### src/rtl/floor_seek_comparator.sv
// ============================================================================
// Module   : floor_seek_comparator
// Brief    : Latches a requested target floor, compares the sensed floor
//            against it every cycle and sequences SEEK / SETTLE / ARRIVED,
//            issuing up/down motion commands while seeking.
// Options  : FLOOR_RANGE_CHECK_EN - when defined, targets above MAX_FLOOR are
//            rejected with a one-cycle err pulse.
// Revision : 1.0 - initial release
// ============================================================================
`default_nettype none

module floor_seek_comparator #(
  parameter int WIDTH     = 2,
  parameter int MAX_FLOOR = 3,
  parameter int SETTLE    = 2
) (
  input  logic             clk,
  input  logic             rst,
  input  logic [WIDTH-1:0] cur_floor,
  input  logic [WIDTH-1:0] tgt_floor,
  input  logic             tgt_valid,
  output logic             tgt_ready,
  input  logic             abort,
  output logic             equal,
  output logic             lower,
  output logic             greater,
  output logic             dir_up,
  output logic             dir_down,
  output logic             busy,
  output logic             arrived
`ifdef FLOOR_RANGE_CHECK_EN
  ,
  output logic             err
`endif
);

  localparam logic [1:0] c_st_idle    = 2'd0;
  localparam logic [1:0] c_st_seek    = 2'd1;
  localparam logic [1:0] c_st_settle  = 2'd2;
  localparam logic [1:0] c_st_arrived = 2'd3;

  // Counter value on the last required equal cycle inside SETTLE.
  localparam logic [3:0] c_settle_last = (SETTLE > 0) ? 4'(SETTLE - 1) : 4'd0;

  // Reject nonsensical parameter sets at elaboration time.
  if ((SETTLE < 0) || (SETTLE > 15) || (MAX_FLOOR < 0) ||
      (MAX_FLOOR > ((1 << WIDTH) - 1))) begin : g_bad_params
    $error("floor_seek_comparator: illegal parameter combination");
  end

  logic [1:0]       r_state;
  logic [3:0]       r_cnt;
  logic [WIDTH-1:0] r_tgt;
  logic             r_equal;
  logic             r_lower;
  logic             r_greater;
  logic             w_xfer;
  logic             w_accept;
  logic [WIDTH-1:0] w_tgt_next;

  assign w_xfer = tgt_valid && (r_state == c_st_idle);

`ifdef FLOOR_RANGE_CHECK_EN
  localparam logic [WIDTH:0] c_max_floor = (WIDTH + 1)'(MAX_FLOOR);

  logic w_range_bad;
  logic r_err;

  assign w_range_bad = ({1'b0, tgt_floor} > c_max_floor);
  assign w_accept    = w_xfer && !w_range_bad;
  assign err         = r_err;

  // One-cycle error pulse for an out-of-range transfer attempt.
  always_ff @(posedge clk or posedge rst) begin
    if (rst) begin
      r_err <= 1'b0;
    end else begin
      r_err <= w_xfer && w_range_bad;
    end
  end
`else
  assign w_accept = w_xfer;
`endif

  // Value tgt_reg holds after this edge; comparing against it keeps the
  // flags aligned with the latched target from the very first SEEK cycle.
  assign w_tgt_next = w_accept ? tgt_floor : r_tgt;

  // Target latch: loads only on an accepted IDLE transfer.
  always_ff @(posedge clk or posedge rst) begin
    if (rst) begin
      r_tgt <= '0;
    end else if (w_accept) begin
      r_tgt <= tgt_floor;
    end
  end

  // Registered magnitude compare of the sensed floor against the target.
  always_ff @(posedge clk or posedge rst) begin
    if (rst) begin
      r_equal   <= 1'b0;
      r_lower   <= 1'b0;
      r_greater <= 1'b0;
    end else begin
      r_equal   <= (cur_floor == w_tgt_next);
      r_lower   <= (cur_floor <  w_tgt_next);
      r_greater <= (cur_floor >  w_tgt_next);
    end
  end

  // Seek sequencer with settle counter; abort wins over arrival progress.
  always_ff @(posedge clk or posedge rst) begin
    if (rst) begin
      r_state <= c_st_idle;
      r_cnt   <= 4'd0;
    end else begin
      case (r_state)
        c_st_idle: begin
          if (w_accept) begin
            r_state <= c_st_seek;
          end
        end
        c_st_seek: begin
          if (abort) begin
            r_state <= c_st_idle;
          end else if (r_equal) begin
            r_cnt <= 4'd0;
            if (SETTLE == 0) begin
              r_state <= c_st_arrived;
            end else begin
              r_state <= c_st_settle;
            end
          end
        end
        c_st_settle: begin
          if (abort) begin
            r_state <= c_st_idle;
          end else if (!r_equal) begin
            r_state <= c_st_seek;
            r_cnt   <= 4'd0;
          end else if (r_cnt == c_settle_last) begin
            r_state <= c_st_arrived;
          end else begin
            r_cnt <= r_cnt + 4'd1;
          end
        end
        default: begin
          r_state <= c_st_idle;
        end
      endcase
    end
  end

  assign equal     = r_equal;
  assign lower     = r_lower;
  assign greater   = r_greater;
  assign tgt_ready = (r_state == c_st_idle);
  assign busy      = (r_state != c_st_idle);
  assign arrived   = (r_state == c_st_arrived);
  assign dir_up    = r_lower   && (r_state == c_st_seek);
  assign dir_down  = r_greater && (r_state == c_st_seek);

endmodule

`default_nettype wire
### config.mk
export PLATFORM = sky130hd
export DESIGN_NAME = floor_seek_comparator
export DESIGN_NICKNAME = d
export VERILOG_FILES = /design/src/rtl/floor_seek_comparator.sv
export SDC_FILE = /design/constraint.sdc
export NUM_CORES = 1
export LEC_CHECK = 0
export CORE_MARGIN = 1.5
export CORE_UTILIZATION = 41
export DETAILED_ROUTE_END_ITERATION = 8
export HOLD_SLACK_MARGIN = 0.08
export PLACE_DENSITY = 0.81
export SYNTH_ARGS = -nofsm -noshare
export SYNTH_HDL_FRONTEND = slang
export SYNTH_SLANG_ARGS = --single-unit
### constraint.sdc
create_clock -name clk -period 1.4 [get_ports clk]
set_input_delay 0.28 -clock clk [delete_from_list [all_inputs] [get_ports clk]]
set_output_delay 0.28 -clock clk [all_outputs]
set_load 0.02 [all_outputs]
; After elaboration in Yosys (flattened, before gate mapping)
; Cells that the tools add are included.
[totals]
out_inout_bits = 8
elab_cells = 43
in_bits = 8
ff_bits = 11
[classes]
mux = 14
eq_ne = 12
order_cmp = 2
add_sub_neg = 1
reduce_logical = 8
[op_table]
columns = op, n
row1 = 2-to-1 mux 4 bit, 5
row2 = 2-to-1 mux 2 bit, 7
row3 = one-hot mux 4 bit (2 select lines), 1
row4 = inequality test 2 bit (second input constant), 3
row5 = inequality test 3 bit (second input constant), 2
row6 = one-hot mux 2 bit (3 select lines), 1
row7 = AND reduction 5 bit, 1
row8 = adder 4 x 1 -> 4 bit (second input constant), 1
row9 = == test 2 bit (second input constant), 2
row10 = == test 4 x 1 -> 1 bit (second input constant), 1
row11 = inequality test 4 bit (second input constant), 1
row12 = nonzero test 2 bit, 2
row13 = logical AND 1 bit, 3
row14 = AND reduction 3 bit, 1
row15 = == test 2 x 1 -> 1 bit (second input constant), 1
row16 = == test 2 bit, 1
row17 = > comparator 2 bit, 1
row18 = zero test 2 bit, 1
row19 = < comparator 2 bit, 1
row20 = inequality test 2 x 1 -> 1 bit (second input constant), 1

; Logic depth before layout (Yosys ltp)
[logic_depth]
ltp_word = 5
ltp_mapped = 7
depth_no_buf = 7

; Worst setup path after synthesis
; Ideal clock, no wire load.
[synth_timing]
path_type = register -> register
start = reg r_state[1]
end = reg r_greater, in the netlist greater
setup_time_ns = 0.071
period_less_slack_ns = 1.688
path_slack_ns = -0.288
arrival_time_ns = 1.617
n_path_buf = 0
path_stages_with_launch = 7
required_ns = 1.329
path_cell_list = dfrtp_1 -> nor2_2 -> nand2_1 -> mux2_2 -> ha_1 -> and2_1 -> nor2_1
[synth_between]
elab_chain_cells = 4
[synth_lines]
columns = item, line_no
row1 = from (decl), 51  ; logic [1:0] r_state;
row2 = from (signal assigned), 114  ; r_state <= c_st_idle;
row3 = from (signal assigned), 120  ; r_state <= c_st_seek;
row4 = from (signal assigned), 125  ; r_state <= c_st_idle;
row5 = zero test 2 bit, --
row6 = via tgt_ready, 22  ; output logic tgt_ready,
row7 = logical AND 1 bit, 61  ; assign w_xfer = tgt_valid && (r_state == c_st_idle);
row8 = 2-to-1 mux 2 bit, --
row9 = via w_tgt_next[0], 59  ; logic [WIDTH-1:0] w_tgt_next;
row10 = > comparator 2 bit, 107  ; r_greater <= (cur_floor > w_tgt_next);
row11 = to (signal assigned), 107
row12 = to (decl), 56  ; logic r_greater;
; The timed path passes the listed nets, and every way through them passes these cells.
; A chain may end at the register's enable or synchronous reset.

; Worst setup path in the final report
[layout_timing]
start = reg r_state[1]
end = reg r_greater, in the netlist greater
[layout_between]
elab_chain_cells = 4
[layout_lines]
columns = item, line_no
row1 = zero test 2 bit, 61
row2 = logical AND 1 bit, 61
row3 = 2-to-1 mux 2 bit, --
row4 = > comparator 2 bit, 107
; Every way passes these cells.

==> results <==
-- cells by family (layout without fill, tap and decap cells) --
kind of cell	count (synthesis)	in the layout	share of synthesized area
muxes	4	4	0.0691
adders and majority gates	4	4	0.0813
and+or+nand+nor	20	20	0.215
buffers and inverters	8	41	0.0488
DFF	11	11	0.447
AOI/OAI and AO/OA	10	10	0.138
-- power groups by stage --
stage / clock network (mW) / registers [mW] / logic [mW]
global placement: 0 / 0.528 / 0.924
detailed placement: 0 / 0.531 / 0.955
floorplan: 0 / 0.591 / 0.448
global route: 0.239 / 0.558 / 1.24
CTS: 0.221 / 0.532 / 0.939
finish: 0.220 / 0.544 / 1.14
-- worst max-delay path: cells and delay by family, from the launching register on --
family	cells	cell delay, ns
muxes	1	0.18
buffers and inverters	2	0.26
and+or+nand+nor	3	0.26
adders and majority gates	1	0.29
AOI/OAI and AO/OA	1	0.16
DFF	1	0.40
-- state kept, by name, indices dropped and copies added, names as in the netlist --
name and count:
equal 1, greater 1, lower 1, r_cnt 4, r_state 2, r_tgt 2
-- final cells by class --
cell class                 instances  area [um^2]  share of cell area
sequential                        11          277               0.287
tap                               15         18.8              0.0195
timing repair buffer              29          243               0.252
multi-input combinational         38          369               0.383
inverter                           8         30.0              0.0312
clock buffer                       4         26.3              0.0273
-- layer usage --
layer  wire [um]  track usage  part of all wire  vias to the layer above
met1         685        0.231              0.43                      259
met4          28       0.0968             0.018                        0
li1            -            -                 -                      270
met3          48       0.0130             0.030                        4
met5           0            0                 0                        -
met2         825        0.275              0.52                       17
-- how the worst max path moves through the flow --
stage                     startpoint      end  cells past startpoint
after floorplan           r_state[0]  greater                      6
after global placement     tgt_valid  greater                      7
after detailed placement   tgt_valid  greater                      7
after CTS                 r_state[1]  greater                      7
after global routing      r_state[1]  greater                      8
final                     r_state[1]  greater                      8
-- what timing repair did --
action	in CTS	in global routing
setup buffers	1	5
setup endpoints to repair	12	12
gates resized for setup	28	8
hold buffers	0	0
pin swaps	2	5
-- cell usage after synthesis (2+ instances only) --
master | n | area [um^2]
nand3b_1 | 2 | 15.0
and2_1 | 2 | 12.5
a21oi_1 | 3 | 15.0
inv_1 | 8 | 30.0
mux2_2 | 2 | 22.5
a31oi_1 | 3 | 18.8
mux2i_1 | 2 | 20.0
nand3_1 | 3 | 15.0
nor2_1 | 3 | 11.3
dfrtp_1 | 11 | 275
ha_1 | 4 | 50.1
nand2b_1 | 3 | 18.8
-- layout by cell type (no fill, tap or decap), drive strengths merged, types with 2 or more instances in the layout --
master / count
a21oi: 3
nand3: 3
and2: 2
a31oi: 3
clkbuf: 4
dfrtp: 11
buf: 18
nor2: 4
mux2i: 2
nand3b: 2
clkdlybuf4s50: 7
inv: 8
and4bb: 2
dlygate4sd2: 4
mux2: 2
ha: 4
nand2b: 3
-- per-stage QoR --
stage | area [um^2] | power (mW) | utilization
6_report | 963 | 1.90 | 0.714
5_1_grt | 963 | 2.04 | 0.714
4_1_cts | 882 | 1.69 | 0.653
3_5_place_dp | 852 | 1.49 | 0.631
3_3_place_gp | 852 | 1.45 | 0.631
2_1_floorplan | 623 | 1.04 | -
==> run_results.csv <==
group,metric,value,unit
outcome,outcome,"complete, but fails checks",
outcome,violations,"negative setup slack",
die,coreArea,0.00135,mm^2
sta,slew_headroom,0.705,
die,die_area,0.00174,mm^2
power_and_ir_drop,swShare,0.395,
global_routing,antenna_found_initial,0,
synth,syn_area,616,um^2
worst_setup_path,crit_path_frequent_cell,"buf_6",
die,rows,13,
clock_tree,ctsHtreeMaxLevel,1,
global_routing,grt_max_degree,12,
sta,tns,-0.869,ns
worst_setup_path,reg2reg_from,"r_state[1]",
worst_setup_path,cp_slowest_cell,"dfrtp_1",
detailed_routing,wire_per_inst,15.1,um
synth,avgSynthCellArea,10.8,um^2
worst_setup_path,slowest_delay,0.40,ns
sta,setup_slack,-0.259,ns
clock_tree,cts_sinks,11,
global_routing,grt_pass1_wl,2280,um
clock_tree,cts_root_buf,"clkbuf_4",
final_layout,diodes,0,
die,start_util,0.456,
die,die_w,41.8,um
detailed_routing,dr_total_vias,550,
sta,finalSetupViolations,6,
synth,syn_nets,69,
place,hpwl,1040,um
power_and_ir_drop,power_leakage,0.456,nW
detailed_routing,dr.pass1.iters,4,
min_path,hold_path.class,"in -> async",
final_layout,layout-drive-gt1-share,0.422,
sta,finalCritPeriodShare,1.19,
sta,drv_slew,0,
flow_run,drv_cap,0,
worst_setup_path,r2r.worst_path.cells,8,
worst_setup_path,start_kind,"register",
synth,synth_cells,57,
global_routing,grt.total_usage,0.173,
final_layout,fin_cells,105,
detailed_routing,viasPerCell,5.24,
power_and_ir_drop,p_seq_frac,0.286,
detailed_routing,drtIter0Drc,21,
power_and_ir_drop,vdd_ir_drop_max,1.00,mV
worst_setup_path,reg2reg_slack,-0.26,ns
synth,synth_seq_cells,11,
die,io_pins,16,
worst_setup_path,critical_path.max_fanout,4,
worst_setup_path,end_kind,"register",
sta,rsz0062_at_grt,"yes",
power_and_ir_drop,power_frac_comb,0.598,
sta,tightest_slew,0.442,ns
place,dp.cells,95,
power_and_ir_drop,powerDensity,1980,mW/mm^2
detailed_routing,final_antenna_net_count,0,
clock_tree,numCtsBuffers,3,
clock_tree,clockBufferDepth,2,
final_layout,n_fill_cell,108,
synth,synth_warnings,0,
sta,skew,0.00114,ns
sta,fmax,603,MHz
synth,yosysSeqAreaShare,0.447,
detailed_routing,routed_wl,1590,um
worst_setup_path,crit_type,"reg -> reg",
power_and_ir_drop,clkPwrFrac,0.116,
worst_setup_path,worstReg2RegEnd,"greater",
sta,fin_crit,1.66,ns
synth,ys.flop_type,"dfrtp_1",
clock_tree,clock_latency,0.26,ns
final_layout,fin_nets,103,
sta,hold_viol,0,
worst_setup_path,cp.arrival,1.82,ns
die,die_y,41.8,um
worst_setup_path,path_cells,"buf_6, nor2_4, nand2_2, buf_6, mux2i_1, ha_1, a21oi_2, nor2_1",
global_routing,grt_pass1_vias,509,
power_and_ir_drop,switchingPower,0.753,mW
detailed_routing,drc,0,
clock_tree,cts_tree,"built",
place,io_buffers,15,
power_and_ir_drop,p_int,1.15,mW
clock_tree,path_clk_slew,0.07,ns
place,gp_congestion,0.712,
synth,async_reset_ff_frac,1.00,
worst_setup_path,crit_required,1.56,ns
global_routing,grt_overflow,0,
synth,ys_types,23,
place,dp_slack,-0.381,ns
sta,whs,0.313,ns
synth,synth-edff-count,0,
final_layout,area_delta_synth_final,56.5,%
Note: power is estimated with default switching activity, not from simulation.
